===== config.mk =====
export PLATFORM = sky130hd
export DESIGN_NAME = aud_player_tx
export DESIGN_NICKNAME = d
export VERILOG_FILES = /design/src/rtl/aud_pkg.sv /design/src/rtl/aud_sample_fifo.sv /design/src/rtl/aud_player_tx.sv
export SDC_FILE = /design/constraint.sdc
export NUM_CORES = 1
export LEC_CHECK = 0
export CAP_MARGIN = 20
export CORE_MARGIN = 4
export CORE_UTILIZATION = 50
export DETAILED_ROUTE_END_ITERATION = 12
export PLACE_DENSITY = 0.7
export SYNTH_ARGS = -nofsm -noshare
export SYNTH_HDL_FRONTEND = slang
export SYNTH_SLANG_ARGS = --single-unit
export TNS_END_PERCENT = 5

===== constraint.sdc =====
create_clock -name i_clk -period 3.05 [get_ports i_clk]
set_input_delay 0.61 -clock i_clk [delete_from_list [all_inputs] [get_ports i_clk]]
set_output_delay 0.61 -clock i_clk [all_outputs]
set_load 0.005 [all_outputs]

===== src/rtl/aud_pkg.sv =====
`default_nettype none
// ============================================================================
// aud_pkg -- shared audio player/recorder types and default sizes
// Revision: 1.0
// ============================================================================
package aud_pkg;

  localparam int AUD_DATA_W     = 16;
  localparam int AUD_FIFO_DEPTH = 2;

  typedef enum logic [1:0] {
    S_IDLE  = 2'd0,
    S_ARM   = 2'd1,
    S_PLAY  = 2'd2,
    S_PAUSE = 2'd3
  } aud_state_e;

endpackage
`default_nettype wire


===== src/rtl/aud_sample_fifo.sv =====
`default_nettype none
// ============================================================================
// aud_sample_fifo -- small circular sample buffer with push/pop/flush
// Revision: 1.0
// ============================================================================
module aud_sample_fifo #(
  parameter int DATA_W = 16,
  parameter int DEPTH  = 2
) (
  input  logic              i_clk,
  input  logic              i_rst_n,
  input  logic              i_push,
  input  logic              i_pop,
  input  logic              i_flush,
  input  logic [DATA_W-1:0] i_data,
  output logic [DATA_W-1:0] o_data,
  output logic              o_full,
  output logic              o_empty
);

  localparam int PTR_W = (DEPTH > 1) ? $clog2(DEPTH) : 1;
  localparam int CNT_W = $clog2(DEPTH + 1);

  logic [DATA_W-1:0] r_mem [DEPTH];
  logic [PTR_W-1:0]  r_wr_ptr;
  logic [PTR_W-1:0]  r_rd_ptr;
  logic [CNT_W-1:0]  r_count;
  logic              w_do_push;
  logic              w_do_pop;

  // Pointers wrap modulo DEPTH so non-power-of-two depths work too
  function automatic logic [PTR_W-1:0] f_inc(input logic [PTR_W-1:0] p);
    return (p == PTR_W'(DEPTH - 1)) ? '0 : p + PTR_W'(1);
  endfunction

  assign o_full    = (r_count == CNT_W'(DEPTH));
  assign o_empty   = (r_count == '0);
  assign o_data    = r_mem[r_rd_ptr];
  assign w_do_push = i_push & ~o_full & ~i_flush;
  assign w_do_pop  = i_pop & ~o_empty & ~i_flush;

  always_ff @(posedge i_clk) begin
    if (w_do_push) r_mem[r_wr_ptr] <= i_data;
  end

  always_ff @(posedge i_clk or negedge i_rst_n) begin
    if (!i_rst_n) begin
      r_wr_ptr <= '0;
      r_rd_ptr <= '0;
      r_count  <= '0;
    end else if (i_flush) begin
      r_wr_ptr <= '0;
      r_rd_ptr <= '0;
      r_count  <= '0;
    end else begin
      if (w_do_push) r_wr_ptr <= f_inc(r_wr_ptr);
      if (w_do_pop)  r_rd_ptr <= f_inc(r_rd_ptr);
      case ({w_do_push, w_do_pop})
        2'b10:   r_count <= r_count + CNT_W'(1);
        2'b01:   r_count <= r_count - CNT_W'(1);
        default: r_count <= r_count;
      endcase
    end
  end

endmodule
`default_nettype wire


===== src/rtl/aud_player_tx.sv =====
`default_nettype none
// ============================================================================
// aud_player_tx -- WM8731 DAC serializer with play/pause/stop control
// Revision: 1.0
// ============================================================================
module aud_player_tx
  import aud_pkg::*;
#(
  parameter int DATA_W     = AUD_DATA_W,
  parameter int FIFO_DEPTH = AUD_FIFO_DEPTH
) (
  input  logic              i_clk,
  input  logic              i_rst_n,
  input  logic              i_lrc,
  input  logic              i_start,
  input  logic              i_pause,
  input  logic              i_stop,
  input  logic [DATA_W-1:0] i_data,
  input  logic              i_valid,
  output logic              o_ready,
  output logic              o_dacdat,
  output logic              o_underrun,
  output logic [1:0]        o_state
);

  localparam int CNT_W = $clog2(DATA_W + 1);

  aud_state_e        r_state;
  aud_state_e        w_state_nxt;
  logic              r_lrc;
  logic              r_pause_req;
  logic              r_start_req;
  logic              w_pause_req_nxt;
  logic              w_start_req_nxt;
  logic [DATA_W-1:0] r_hold;
  logic [DATA_W-1:0] r_shift;
  logic [CNT_W-1:0]  r_bitcnt;
  logic              r_dacdat;
  logic              r_underrun;
  logic [DATA_W-1:0] w_fifo_data;
  logic [DATA_W-1:0] w_pop_data;
  logic [DATA_W-1:0] w_src;
  logic              w_edge;
  logic              w_frame;
  logic              w_pop;
  logic              w_xmit;
  logic              w_flush;
  logic              w_full;
  logic              w_empty;

  assign w_edge     = (i_lrc != r_lrc);
  assign w_frame    = r_lrc & ~i_lrc;
  assign o_ready    = (r_state != S_IDLE) && !w_full;
  assign w_pop_data = w_empty ? '0 : w_fifo_data;
  assign w_src      = w_pop ? w_pop_data : r_hold;
  assign o_dacdat   = r_dacdat;
  assign o_underrun = r_underrun;
  assign o_state    = r_state;

  aud_sample_fifo #(
    .DATA_W (DATA_W),
    .DEPTH  (FIFO_DEPTH)
  ) u_fifo (
    .i_clk   (i_clk),
    .i_rst_n (i_rst_n),
    .i_push  (i_valid && o_ready),
    .i_pop   (w_pop),
    .i_flush (w_flush),
    .i_data  (i_data),
    .o_data  (w_fifo_data),
    .o_full  (w_full),
    .o_empty (w_empty)
  );

  always_ff @(posedge i_clk or negedge i_rst_n) begin
    if (!i_rst_n) begin
      r_state     <= S_IDLE;
      r_pause_req <= 1'b0;
      r_start_req <= 1'b0;
    end else begin
      r_state     <= w_state_nxt;
      r_pause_req <= w_pause_req_nxt;
      r_start_req <= w_start_req_nxt;
    end
  end

  // An underrun pop leaves the state where it was so the next frame retries
  always_comb begin
    w_state_nxt     = r_state;
    w_pause_req_nxt = r_pause_req;
    w_start_req_nxt = r_start_req;
    w_pop           = 1'b0;
    w_xmit          = 1'b0;
    w_flush         = 1'b0;
    if (i_stop) begin
      w_state_nxt     = S_IDLE;
      w_flush         = 1'b1;
      w_pause_req_nxt = 1'b0;
      w_start_req_nxt = 1'b0;
    end else begin
      case (r_state)
        S_IDLE: begin
          if (i_start) w_state_nxt = S_ARM;
        end
        S_ARM: begin
          if (w_frame) begin
            w_pop  = 1'b1;
            w_xmit = 1'b1;
            if (!w_empty) w_state_nxt = S_PLAY;
          end
        end
        S_PLAY: begin
          if (i_start)      w_pause_req_nxt = 1'b0;
          else if (i_pause) w_pause_req_nxt = 1'b1;
          if (w_frame && r_pause_req) begin
            w_state_nxt     = S_PAUSE;
            w_pause_req_nxt = 1'b0;
          end else begin
            w_xmit = w_edge;
            w_pop  = w_frame;
          end
        end
        S_PAUSE: begin
          if (i_start) w_start_req_nxt = 1'b1;
          if (w_frame && r_start_req) begin
            w_pop  = 1'b1;
            w_xmit = 1'b1;
            if (!w_empty) begin
              w_state_nxt     = S_PLAY;
              w_start_req_nxt = 1'b0;
            end
          end
        end
        default: w_state_nxt = S_IDLE;
      endcase
    end
  end

  always_ff @(posedge i_clk or negedge i_rst_n) begin
    if (!i_rst_n) begin
      r_lrc      <= 1'b0;
      r_hold     <= '0;
      r_shift    <= '0;
      r_bitcnt   <= '0;
      r_dacdat   <= 1'b0;
      r_underrun <= 1'b0;
    end else begin
      r_lrc      <= i_lrc;
      r_underrun <= w_pop & w_empty;
      if (w_pop) r_hold <= w_pop_data;
      // Any edge that does not start a slot silences the line (pause, truncation)
      if (i_stop || (w_edge && !w_xmit) || (!w_xmit && r_bitcnt == '0)) begin
        r_shift  <= '0;
        r_bitcnt <= '0;
        r_dacdat <= 1'b0;
      end else if (w_xmit) begin
        r_shift  <= {w_src[DATA_W-2:0], 1'b0};
        r_bitcnt <= CNT_W'(DATA_W - 1);
        r_dacdat <= w_src[DATA_W-1];
      end else begin
        r_shift  <= {r_shift[DATA_W-2:0], 1'b0};
        r_bitcnt <= r_bitcnt - CNT_W'(1);
        r_dacdat <= r_shift[DATA_W-1];
      end
    end
  end

endmodule
`default_nettype wire


==> metrics.md, run 1 <==
| Metric | Value |
|---|---|
| Result of the run | finished clean |
| Share of cell area taken by muxes after synthesis | between 10% and 20% |
| Most repeated library cell on the critical path | sky130_fd_sc_hd__ha_1 |
| Type of the tightest min-delay check | in2async |
| Buffers & Inverters on Critical Path | 2 |
| Number of CTS-inserted buffers | 9 |
| Hold violation count in the final report | 0 |
| Number of primary I/O pins | 28 |
| Floorplan core area | 6420 um2 |
| Warning count from the yosys run | 0 |
| Wire length of the first global-routing pass | 9.23 mm |
| Cell Area, Synth | 3350 um2 |
| Placer Congestion | slightly below 0.8 |
| Final design area excluding fillers | 3910 um2 |
| Final worst-path cycle share | 74.4% |
| Initial antenna violation count | 0 |
| Die outline height | between 80 and 90 um |
| Congestion Overflow GR | 0 |
| RSZ-0062 raised after global routing | false |
| Instance count of the mapped netlist | about 220 |
| Final max-slew violation count | 0 |
| Count of buffers added by post-CTS timing repair for setup | 0 |
| CTS tree | yes |
| Die Outline Area | 8080 um2 |
| Peak supply drop | between 0.3 and 0.4 mV |
| Type of origin of the critical path | input port |
| Effective utilization at floorplan | a little over half |
| Most frequent cells in the layout | 47 x sky130_fd_sc_hd__dfrtp_1, 32 x sky130_fd_sc_hd__edfxtp_1, 26 x sky130_fd_sc_hd__clkdlybuf4s50_1 |
| Via count of the first global-routing pass | approximately 1.9k |
| Largest fanout of any net on the critical path | 4 |
| DRC | 0 |
| Final ANT Viol Nets | 0 |
| # H-tree levels | 3 |
| Layout Nets | 280 |
| Reg clk slew, reported paths | around 0.080 ns |
| Largest family of logic cells by synthesized area | multiplexers |
| Max_cap viols | 0 |
| Slew headroom | 50.2% |
| Final Setup Violations | 0 |
| # hold bufs at CTS | 0 |
| Diode count | 0 |
| Synth Area in Adders | 1.12% |
| I/O Buffers | 27 |
| Share of synthesized cell area in and, or, nand and nor gates | 9.07% |
| Detailed-route wire length per cell | 16.3 um |
| Achievable clock frequency | 0.441 GHz |
| Most frequent standard cell in the layout excluding fill and tap cells | sky130_fd_sc_hd__dfrtp_1 |
| Placed Area | 3660 um2 |
| Chain of cells forming the critical path | clkdlybuf4s50_1, inv_1, ha_1, nor2b_2, o211ai_4, nor2_1, ha_1, or3_1, a21oi_1 |
| Die boundary width | 89.9 um |
| Count of unique library cells instantiated by Yosys | 43 |
| Family with the most delay on the worst path | simple AND/OR/NAND/NOR gates |
| Clock latency at the later pin of the worst-skew pair | 0.35 ns |
| Library cell used as clock root buffer | sky130_fd_sc_hd__clkbuf_8 |
| Static power due to leakage | approximately 0.0016 uW |
| Post-Synth XOR/XNOR Area | 1.31% |
| Via/cell ratio | between 5 and 6 |
| Minimum period implied by the final worst setup slack | 2.27 ns |
| Number of gates resized after cts | 0 |
| All-Layer GR Usage | ~15% |
| Largest buffer count on any clock path | 2 |
| Pin count of the biggest net entering global routing | between 40 and 50 |
| Actual transition at the worst max-transition pin | 0.747 ns |
| Required time of the critical path | 3.32 ns |
| Utilization of the core after routing | just over 60% |
| Critical Setup Path Class | in2reg |
| Std-Cell Rows | 29 |
| Maximum clock skew at final layout | 0.00863 ns |
| Total of flip-flops plus latches after synthesis | a little under 80 |
| Data arrival time at the worst-slack endpoint | 2.54 ns |
| Detailed placement HPWL | 3.51 mm |
| Fraction of final layout cells sized beyond drive strength 1 | between 20% and 30% |
| Total number of vias | ~1.8k |
| Power density over cell area | 559 nW/um2 |
| Setup TNS | 0 ns |
| Slowest stage cell on the critical path | sky130_fd_sc_hd__clkdlybuf4s50_1 |
| Detailed Route Iter0 Violations | 79 |
| WHS | around 0.11 ns |
| CTS sink cnt | 79 |
| Count of TritonRoute iterations in the first routing pass | 4 |
| Longest individual stage delay on the worst path | 0.41 ns |
| Post-Route WL | 5.48 mm |
| Complex-gate fraction of the synthesized area | 9.44% |
| Total Power | 2180 uW |
| Synthesis-to-layout area growth | 16.5% |
| Syn nets | 248 |
| Critical path endpoint category | register |
| Share of synthesized area occupied by flip-flops and latches | a little under two thirds |
| Average cell area after synthesis | 15.1 um2 |
==> sequential cells by signal, indices dropped and copies added, names as in the netlist <==
register         cells
o_state              2
u_fifo.r_count       2
r_hold              16
r_shift             15
r_start_req          1
r_bitcnt             5
r_lrc                1
u_fifo.r_mem        32
r_pause_req          1
u_fifo.r_rd_ptr      1
o_underrun           1
u_fifo.r_wr_ptr      1
o_dacdat             1
==> worst register-to-register path, cell delays in order, from the launching register on <==
cell and delay, ns:
sky130_fd_sc_hd__dfrtp_1 0.55, sky130_fd_sc_hd__or2b_1 0.30, sky130_fd_sc_hd__and2_1 0.15, sky130_fd_sc_hd__o21ai_2 0.13, sky130_fd_sc_hd__buf_4 0.30, sky130_fd_sc_hd__mux2_2 0.38
==> layer usage <==
metal / wire length [um] / global-route usage (%)
met3: 198 / 3.34
met4: 72 / 7.65
met1: 2650 / 19.7
met2: 2560 / 22.3
met5: 0 / 0
==> cell type report <==
type	instances	area, um2
clock buffer	9	124
clock inverter	7	101
fill	514	2520
inverter	6	22.5
multi-input combinational	125	1100
sequential	79	2140
tap	77	96.3
timing repair buffer	33	323
==> report_power, final <==
part           internal (uW)  switching [uW]  total (uW)  leakage (uW)
Sequential              1140            18.0        1160      0.000938
Clock                    469             390         859      0.000107
Combinational           85.9            82.0         168      0.000536
==> logic make-up after synthesis <==
family / Yosys count
AO/OA/AOI/OAI: 37
XOR/XNOR: 5
adder cells (fa/ha/maj): 3
buffers and inverters: 18
flip-flops: 79
multiplexers: 32
AND/OR/NAND/NOR: 48
==> metrics by stage <==
stage,instances,setup WS (ns)
after floorplan,222,0.763
after global routing,336,0.618
after detailed placement,319,0.406
after CTS,335,0.772
final,336,0.782
after global placement,319,0.449
==> worst paths after layout <==
check                                       start                            end  slack (ns)  depth (start not counted)
setup / recovery                            i_lrc  u_fifo.r_count[1]$_DFFE_PN0P_        0.78                          9
hold / removal                            i_rst_n    u_fifo.r_wr_ptr$_DFFE_PN0P_        0.11                          1
setup reg to reg           o_state[1]$_DFFE_PN0P_           r_shift[2]$_DFF_PN0_        1.13                          5
hold reg to reg               r_hold[0]$_DFF_PN0_            r_hold[0]$_DFF_PN0_        0.47                          2
max in group asynchronous                 i_rst_n           r_hold[13]$_DFF_PN0_        2.47                          2
min in group i_clk            r_hold[0]$_DFF_PN0_            r_hold[0]$_DFF_PN0_        0.47                          2
==> cells in the mapped netlist <==
master                     instances  area, um2
sky130_fd_sc_hd__and2_0           10       62.6
sky130_fd_sc_hd__or4b_2            1       10.0
sky130_fd_sc_hd__nor3_1            2       10.0
sky130_fd_sc_hd__o211ai_4          1       21.3
sky130_fd_sc_hd__mux2_4           10        150
sky130_fd_sc_hd__nor2b_2           2       17.5
sky130_fd_sc_hd__nor3b_2           1       12.5
sky130_fd_sc_hd__a32o_1           15        150
sky130_fd_sc_hd__clkbuf_1          1       3.75
sky130_fd_sc_hd__and2_1            2       12.5
sky130_fd_sc_hd__ha_1              3       37.5
sky130_fd_sc_hd__a211oi_1          2       15.0
sky130_fd_sc_hd__inv_1             6       22.5
sky130_fd_sc_hd__o21a_1            1       7.51
sky130_fd_sc_hd__dfrtp_1          47       1180
sky130_fd_sc_hd__buf_4             5       37.5
sky130_fd_sc_hd__and2_2            5       37.5
sky130_fd_sc_hd__edfxtp_1         32        961
sky130_fd_sc_hd__o22a_1            1       8.76
sky130_fd_sc_hd__nand2b_1          1       6.26
sky130_fd_sc_hd__a21oi_1           5       25.0
sky130_fd_sc_hd__o21ai_0           7       35.0
sky130_fd_sc_hd__nand4b_1          1       8.76
sky130_fd_sc_hd__xnor2_1           4       35.0
sky130_fd_sc_hd__or3b_4            1       11.3
sky130_fd_sc_hd__mux2_2           20        225
sky130_fd_sc_hd__xor2_1            1       8.76
sky130_fd_sc_hd__nand3b_1          1       7.51
sky130_fd_sc_hd__nand2_1           4       15.0
sky130_fd_sc_hd__or2b_1            1       7.51
sky130_fd_sc_hd__o21a_4            2       30.0
sky130_fd_sc_hd__nor2_2            1       6.26
sky130_fd_sc_hd__buf_6             4       45.0
sky130_fd_sc_hd__nand3_1           2       10.0
sky130_fd_sc_hd__or3_1             2       12.5
sky130_fd_sc_hd__mux2i_1           2       20.0
sky130_fd_sc_hd__nor2b_4           1       13.8
sky130_fd_sc_hd__nor2b_1           2       12.5
sky130_fd_sc_hd__nor2_1            8       30.0
sky130_fd_sc_hd__o221ai_1          1       8.76
sky130_fd_sc_hd__buf_2             2       10.0
sky130_fd_sc_hd__o21ai_1           1       5.00
sky130_fd_sc_hd__a21bo_2           1       10.0
No activity file was read; power rests on OpenSTA's default activity.
==> run 2, diff against run 1 <==
- PLACE_DENSITY: 0.7 -> 0.73
- clock period: 3.05 -> 2 ns (I/O delays scaled with it)
==> run 2 against run 1 <==
Net effect: cell area is 3.6% higher; largest cell class unchanged; flip-flop and latch count stayed put; global-route usage is 0.39 points higher.
==> metrics.md, run 2 (same netlist as run 1, synthesis figures left out) <==
| Metric | Value |
|---|---|
| Most flops, register | u_fifo.r_mem (unchanged) |
| Clock power frac | 37.0% (was 39.3%) |
| Number of fill cells | 474 (was 514) |
| Total Power | 3230 uW (was 2180 uW) |
| CTS sink cnt | 79 (unchanged) |
| Number of CTS-inserted buffers | 9 (unchanged) |
| Final worst-path cycle share | between 90% and 100% |
| Final design area excluding fillers | 4050 um2 (was 3910 um2) |
| Floorplan core area | 6420 um2 (unchanged) |
| Max reg flops | 32 (unchanged) |
| Reg clk slew, reported paths | 0.08 ns (about the same) |
| Count of buffers added by post-CTS timing repair for setup | 0 (unchanged) |
| Power density over cell area | 798 nW/um2 (was 559 nW/um2) |
| Die boundary width | 89.9 um (unchanged) |
| Peak supply drop | 0.677 mV (was 0.383 mV) |
| Final Setup Violations | 0 (unchanged) |
| Placer Congestion | 0.735 (was 0.785) |
| All-Layer GR Usage | 15.0% (was 14.6%) |
| Number of primary I/O pins | 28 (unchanged) |
| Std-Cell Rows | 29 (unchanged) |
| Final max-slew violation count | 0 (unchanged) |
| Actual transition at the worst max-transition pin | 0.389 ns (was 0.747 ns) |
| Minimum period implied by the final worst setup slack | between 1.5 and 2 ns |
| CTS tree | yes (unchanged) |
| Fraction of final layout cells sized beyond drive strength 1 | 31.3% (was 27.0%) |
| Type of origin of the critical path | register (was input port) |
| Result of the run | finished clean (unchanged) |
| Registers with the most flip-flops | u_fifo.r_mem x32, r_hold x16, r_shift x15 (unchanged) |
| Slew headroom | 73.8% (was 50.2%) |
| Data arrival time at the worst-slack endpoint | 1.52 ns (was 2.54 ns) |
| Sequential group share of total power | 54.5% (was 53.0%) |
| Die Outline Area | 8080 um2 (unchanged) |
| Initial antenna violation count | 0 (unchanged) |
| Synthesis-to-layout area growth | 20.7% (was 16.5%) |
| Achievable clock frequency | around 0.52 GHz |
| Most frequent cells in the layout | 46 x sky130_fd_sc_hd__dfrtp_1, 32 x sky130_fd_sc_hd__edfxtp_1, 26 x sky130_fd_sc_hd__clkdlybuf4s50_1 (was 47 x sky130_fd_sc_hd__dfrtp_1, 32 x sky130_fd_sc_hd__edfxtp_1, 26 x sky130_fd_sc_hd__clkdlybuf4s50_1) |
| Diode count | 0 (unchanged) |
| Post-Layout Cell Count | 349 (was 336) |
| Effective utilization at floorplan | 52.2% (unchanged) |
| Via/cell ratio | 5.37 (was 5.45) |
| Hold violation count in the final report | 0 (unchanged) |
| Most frequent standard cell in the layout excluding fill and tap cells | sky130_fd_sc_hd__dfrtp_1 (unchanged) |
| Final ANT Viol Nets | 0 (unchanged) |
| Total number of vias | 1874 (was 1832) |
| Net switching fraction of the power | 23.4% (was 22.4%) |
| Critical Setup Path Class | reg2out (was in2reg) |
| RSZ-0062 raised after global routing | false (unchanged) |
| Library cell used as clock root buffer | sky130_fd_sc_hd__clkbuf_8 (unchanged) |
| Die outline height | 89.9 um (unchanged) |
| I/O Buffers | 27 (unchanged) |
| DRC | 0 (unchanged) |
| Type of the tightest min-delay check | in2async (unchanged) |
| Wire length of the first global-routing pass | 9.36 mm (was 9.23 mm) |
| Placed Area | 3830 um2 (was 3660 um2) |
| Critical path endpoint category | output port (was register) |
| Congestion Overflow GR | 0 (unchanged) |
| Detailed Route Iter0 Violations | 101 (was 79) |
| Maximum clock skew at final layout | 0.00963 ns (was 0.00863 ns) |
| Detailed placement HPWL | 3.61 mm (was 3.51 mm) |
| Combinational Power Share | 8.5% (was 7.7%) |
| Count of TritonRoute iterations in the first routing pass | 4 (unchanged) |
| Pin count of the biggest net entering global routing | 48 (unchanged) |
| Max_cap viols | 0 (unchanged) |
| Net switching power | 754 uW (was 489 uW) |
| Internal power summed over all cells | 2470 uW (was 1690 uW) |
| Static power due to leakage | 0.00165 uW (was 0.00158 uW) |
| # H-tree levels | 3 (unchanged) |
| Clock latency at the later pin of the worst-skew pair | 0.35 ns (about the same) |
| Detailed-route wire length per cell | 15.8 um (was 16.3 um) |
| Layout Nets | 293 (was 280) |
| Required time of the critical path | 1.60 ns (was 3.32 ns) |
| Post-Route WL | 5.52 mm (was 5.48 mm) |
| Largest buffer count on any clock path | 2 (unchanged) |
| Cell count after placement | 333 (was 319) |
| Largest fanout of any net on the critical path | 5 (was 4) |
| Via count of the first global-routing pass | 1873 (was 1902) |
run 2: path summary, 6_finish.rpt:
path	startpoint	end	slack, ns	cells past startpoint
max in group asynchronous	i_rst_n	o_state[0]$_DFFE_PN0P_	1.74	2
min	i_rst_n	u_fifo.r_wr_ptr$_DFFE_PN0P_	0.02	2
min reg2reg	r_hold[0]$_DFF_PN0_	r_hold[0]$_DFF_PN0_	0.48	2
min in group i_clk	r_hold[0]$_DFF_PN0_	r_hold[0]$_DFF_PN0_	0.48	2
max	u_fifo.r_count[1]$_DFFE_PN0P_	o_ready	0.08	3
max reg2reg	r_bitcnt[0]$_DFF_PN0_	r_shift[15]$_DFF_PN0_	0.13	6
run 2: power by group through the flow:
| stage | registers, uW | clock network [uW] | logic, uW |
|---|---|---|---|
| floorplan | 1790 | 0 | 165 |
| global placement | 1790 | 0 | 273 |
| detailed placement | 1790 | 0 | 276 |
| CTS | 1760 | 1230 | 277 |
| global route | 1770 | 1310 | 306 |
| finish | 1760 | 1190 | 274 |
run 2: layer usage:
metal  up-vias  track usage [%]  wire [um]
li1        902                -          -
met1       936             21.1       2710
met2        32             21.7       2510
met3         4             5.34        223
met4         0             5.36         81
met5         -                0          0
run 2: what timing repair did:
| action | CTS | global route |
|---|---|---|
| gates resized for setup | 1 | 2 |
| hold buffers | 0 | 0 |
| endpoints found under the setup margin | 1 | 12 |
| gates cloned | 0 | 0 |
run 2: final cells by class:
type	instances	area, um2	area share, %
timing repair buffer	46	470	11.6
multi-input combinational	125	1120	27.6
inverter	6	22.5	0.557
sequential	79	2140	52.8
tap	77	96.3	2.38
clock buffer	9	124	3.06
clock inverter	7	78.8	1.95
run 2: critical path, stage by stage, from the launching register on:
cell and delay [ns]:
sky130_fd_sc_hd__dfrtp_1 0.43, sky130_fd_sc_hd__inv_1 0.09, sky130_fd_sc_hd__o22a_1 0.15, sky130_fd_sc_hd__clkdlybuf4s50_1 0.50
run 2: stage by stage:
step	util (%)	setup TNS [ns]	worst slack (ns)	hold WS, ns
after floorplan	-	0	0.0101	0.104
after global placement	59.7	-5.33	-0.284	0.400
after detailed placement	59.7	-5.91	-0.304	0.404
after CTS	62.9	0	0.0474	0.0226
after global routing	63.0	0	0.000763	0.0262
final	63.0	0	0.0815	0.0175
==> run 3, diff against run 2 <==
- REMOVE_ABC_BUFFERS: not set -> 1
- SYNTH_HIERARCHICAL: not set -> 1
==> run 3 against run 2 <==
Net effect: first-iteration DRC count up 120%; critical endpoint is now u_fifo/r_count[1]$_DFFE_PN0P_; wire length up 10%; utilization is 0.82 points higher; largest cell class unchanged; largest power group unchanged.
==> metrics.md, run 3 <==
| Metric | Value |
|---|---|
| Met2 demand-to-capacity share in global routing | 23.6% (was 21.7%) |
| Slew headroom | 59.4% (was 73.8%) |
| Average cell area after synthesis | 12.0 um2 (was 15.1 um2) |
| Total Power | 3450 uW (was 3230 uW) |
| Placed Area | 4150 um2 (was 3830 um2) |
| Library cell used as clock root buffer | sky130_fd_sc_hd__clkbuf_8 (unchanged) |
| Cell types occupying the most area after synthesis | sky130_fd_sc_hd__dfrtp_1 33%, sky130_fd_sc_hd__edfxtp_1 27%, sky130_fd_sc_hd__mux2_2 6.6% (was sky130_fd_sc_hd__dfrtp_1 35%, sky130_fd_sc_hd__edfxtp_1 29%, sky130_fd_sc_hd__mux2_2 6.7%) |
| Wire length of the first global-routing pass | 10.7 mm (was 9.36 mm) |
| Peak supply drop | 0.558 mV (was 0.677 mV) |
| Cell type contributing the most total cell area after synthesis | sky130_fd_sc_hd__dfrtp_1 (unchanged) |
| Complex-gate fraction of the synthesized area | 6.37% (was 9.44%) |
| Registers with the most flip-flops | u_fifo/r_mem x32, r_hold x16, r_shift x15 (was u_fifo.r_mem x32, r_hold x16, r_shift x15) |
| Utilization of the core after routing | 63.8% (was 63.0%) |
| Congestion Overflow GR | 0 (unchanged) |
| Most frequently used flop master after synthesis | sky130_fd_sc_hd__dfrtp_1 (unchanged) |
| Met3 GRT Util | 3.25% (was 5.34%) |
| Combinational Power Share | 11.6% (was 8.5%) |
| Initial antenna violation count | 0 (unchanged) |
| Most frequent standard cell in the layout excluding fill and tap cells | sky130_fd_sc_hd__nand2_1 (was sky130_fd_sc_hd__dfrtp_1) |
| All-Layer GR Usage | 16.1% (was 15.0%) |
| Actual transition at the worst max-transition pin | 0.610 ns (was 0.389 ns) |
| Met1 capacity usage during global routing | 22.4% (was 21.1%) |
| Static power due to leakage | 0.00175 uW (was 0.00165 uW) |
| Post-Route WL | 6.09 mm (was 5.52 mm) |
| DRC | 0 (unchanged) |
| Reg clk slew, reported paths | 0.08 ns (about the same) |
| Result of the run | finished clean (unchanged) |
| Share of cell area taken by muxes after synthesis | 14.9% (was 11.8%) |
| Launch point of the worst path | r_lrc$_DFF_PN0_ (was u_fifo.r_count[1]$_DFFE_PN0P_) |
| Type of the tightest min-delay check | in2async (unchanged) |
| Floorplan core area | 6870 um2 (was 6420 um2) |
| Cell Area, Synth | 3570 um2 (was 3350 um2) |
| WHS | 0.141 ns (was 0.0175 ns) |
| Critical Setup Path Class | reg2reg (was reg2out) |
| Clock power frac | 36.6% (was 37.0%) |
| Clock latency at the later pin of the worst-skew pair | 0.34 ns (was 0.35 ns) |
| Sequential group share of total power | 51.8% (was 54.5%) |
| Number of CTS-inserted buffers | 9 (unchanged) |
| Reg-to-reg startpoint | r_lrc$_DFF_PN0_ (was r_bitcnt[0]$_DFF_PN0_) |
| Final max-slew violation count | 0 (unchanged) |
| Die Outline Area | 8560 um2 (was 8080 um2) |
| Die boundary width | 92.5 um (was 89.9 um) |
| Maximum clock skew at final layout | 0.00784 ns (was 0.00963 ns) |
| Effective utilization at floorplan | 52.0% (was 52.2%) |
| Largest buffer count on any clock path | 2 (unchanged) |
| Setup TNS | 0 ns (unchanged) |
| Pin count of the biggest net entering global routing | 48 (unchanged) |
| Warning count from the yosys run | 6 (was 0) |
| Power density over cell area | 787 nW/um2 (was 798 nW/um2) |
| RSZ-0062 raised after global routing | true (was false) |
| Data arrival time at the worst-slack endpoint | 2.22 ns (was 1.52 ns) |
| Hold violation count in the final report | 0 (unchanged) |
| Cell with the most instances after synthesis | sky130_fd_sc_hd__nand2_1 (was sky130_fd_sc_hd__dfrtp_1) |
| Post-synth EDFFs | 32 (unchanged) |
| Achievable clock frequency | 0.512 GHz (was 0.521 GHz) |
| Placer Congestion | 0.769 (was 0.735) |
| Final ANT Viol Nets | 0 (unchanged) |
| Final Setup Violations | 0 (unchanged) |
| Via count of the first global-routing pass | 2241 (was 1873) |
| Number of primary I/O pins | 28 (unchanged) |
| Synth Area in Adders | 1.40% (was 1.12%) |
| Most frequent cells in the layout | 50 x sky130_fd_sc_hd__nand2_1, 47 x sky130_fd_sc_hd__dfrtp_1, 32 x sky130_fd_sc_hd__edfxtp_1 (was 46 x sky130_fd_sc_hd__dfrtp_1, 32 x sky130_fd_sc_hd__edfxtp_1, 26 x sky130_fd_sc_hd__clkdlybuf4s50_1) |
| Count of unique library cells instantiated by Yosys | 42 (was 43) |
| Total number of vias | 2235 (was 1874) |
| CTS tree | yes (unchanged) |
| Internal reg-to-reg setup slack | 0.05 ns (was 0.13 ns) |
| Instance count of the mapped netlist | 297 (was 222) |
| Via/cell ratio | 5.00 (was 5.37) |
| Minimum period implied by the final worst setup slack | 1.95 ns (was 1.92 ns) |
| Leading cell types by count after synthesis | 50 x sky130_fd_sc_hd__nand2_1, 47 x sky130_fd_sc_hd__dfrtp_1, 32 x sky130_fd_sc_hd__edfxtp_1 (was 47 x sky130_fd_sc_hd__dfrtp_1, 32 x sky130_fd_sc_hd__edfxtp_1, 20 x sky130_fd_sc_hd__mux2_2) |
| Internal power summed over all cells | 2660 uW (was 2470 uW) |
| Std-Cell Rows | 30 (was 29) |
| Type of origin of the critical path | register (unchanged) |
| Most flops, register | u_fifo/r_mem (was u_fifo.r_mem) |
| Cell count of the worst reg-to-reg path | 7 (was 6) |
| Layout Nets | 373 (was 293) |
| Share of synthesized area occupied by flip-flops and latches | 59.8% (was 63.7%) |
| Largest family of logic cells by synthesized area | multiplexers (unchanged) |
| Number of fill cells | 533 (was 474) |
| # H-tree levels | 3 (unchanged) |
| Fraction of final layout cells sized beyond drive strength 1 | 23.9% (was 31.3%) |
| Max_cap viols | 0 (unchanged) |
| Net switching fraction of the power | 23.0% (was 23.4%) |
| Post-Synth XOR/XNOR Area | 0.736% (was 1.31%) |
| Share of synthesized cell area in and, or, nand and nor gates | 11.5% (was 9.07%) |
| Die outline height | 92.5 um (was 89.9 um) |
| Detailed-route wire length per cell | 13.6 um (was 15.8 um) |
| Final design area excluding fillers | 4380 um2 (was 4050 um2) |
| Critical path endpoint category | register (was output port) |
| Detailed placement HPWL | 4.09 mm (was 3.61 mm) |
| Detailed Route Iter0 Violations | 225 (was 101) |
| Count of TritonRoute iterations in the first routing pass | 4 (unchanged) |
| Async S/R FF share, synth | 59.5% (unchanged) |
| Diode count | 0 (unchanged) |
| Final worst-path cycle share | 97.6% (was 95.9%) |
| Required time of the critical path | 2.27 ns (was 1.60 ns) |
| Area share of the largest cell type after synthesis | 32.9% (was 35.1%) |
| Largest fanout of any net on the critical path | 3 (was 5) |
| CTS sink cnt | 79 (unchanged) |
| GR peak layer | met2 (unchanged) |
| I/O Buffers | 27 (unchanged) |
| Synthesis-to-layout area growth | 22.7% (was 20.7%) |
| Crit Reg-Reg Endpoint | u_fifo/r_count[1]$_DFFE_PN0P_ (was r_shift[15]$_DFF_PN0_) |
| Total of flip-flops plus latches after synthesis | 79 (unchanged) |
| Net switching power | 793 uW (was 754 uW) |
| Max reg flops | 32 (unchanged) |
[run 3: changes by cell type after synthesis, sizes merged, moves of 4 or more]
cell    previous run  this run
a21o               0         4
a32o              15         0
and2              17         1
buf               11         7
clkbuf             1         7
inv                6        24
mux2i              2        15
nand2              4        50
o21ai              8        20
xnor2              4         0
[run 3: cell families after synthesis]
family                   Yosys count
AND/OR/NAND/NOR                   87
flip-flops                        79
multiplexers                      46
AO/OA/AOI/OAI                     39
buffers and inverters             39
adder cells (fa/ha/maj)            4
XOR/XNOR                           3
[run 3: what timing repair did]
item / CTS / global route
cloned: 0 / 0
hold buffers: 0 / 0
gates resized for setup: 8 / 1
setup buffers: 0 / 0
setup endpoints to repair: 19 / 2
pin swaps: 3 / 1
[run 3: per-layer routing]
layer	wire length, um	share of wire, %
met1	2910	48
met2	2870	47
met3	199	3.3
met4	111	1.8
met5	0	0
[run 3: layout make-up]
cell class                      count  area, um2  share of cell area [%]
Clock inverter                      6       85.1                    1.94
Timing Repair Buffer               52        529                    12.1
Multi-Input combinational cell    179       1290                    29.5
Tap cell                           96        120                    2.74
Sequential cell                    79       2140                    48.7
Clock buffer                       10        128                    2.91
Inverter                           25       93.8                    2.14
[run 3: worst max-delay path, stage by stage (launching register included)]
cell and delay [ns]:
sky130_fd_sc_hd__dfrtp_1 0.41, sky130_fd_sc_hd__ha_2 0.20, sky130_fd_sc_hd__nor4bb_2 0.18, sky130_fd_sc_hd__buf_4 0.15, sky130_fd_sc_hd__o31ai_4 0.27, sky130_fd_sc_hd__inv_1 0.08
sky130_fd_sc_hd__or4b_1 0.46, sky130_fd_sc_hd__a31oi_1 0.13
[run 3: power by group through the flow]
stage	registers [uW]	logic, uW	clock network, uW
after floorplan	1820	216	0
after global placement	1820	391	0
after detailed placement	1820	404	0
after CTS	1790	406	1290
after global routing	1800	448	1380
final	1790	400	1260
[run 3: worst max-delay path by stage]
stage | depth (start not counted) | endpoint
6_report | 7 | u_fifo/r_count[1]$_DFFE_PN0P_
3_5_place_dp | 8 | r_shift[14]$_DFF_PN0_
3_3_place_gp | 9 | u_fifo/r_count[1]$_DFFE_PN0P_
2_1_floorplan | 7 | u_fifo/r_count[1]$_DFFE_PN0P_
4_1_cts | 7 | u_fifo/r_count[1]$_DFFE_PN0P_
5_1_grt | 7 | u_fifo/r_count[1]$_DFFE_PN0P_
[run 3: stage by stage]
step,cells,setup slack (ns)
global route,447,-0.0232
CTS,447,0.0276
global placement,431,-0.455
detailed placement,431,-0.512
floorplan,283,-1.54
finish,447,0.0480
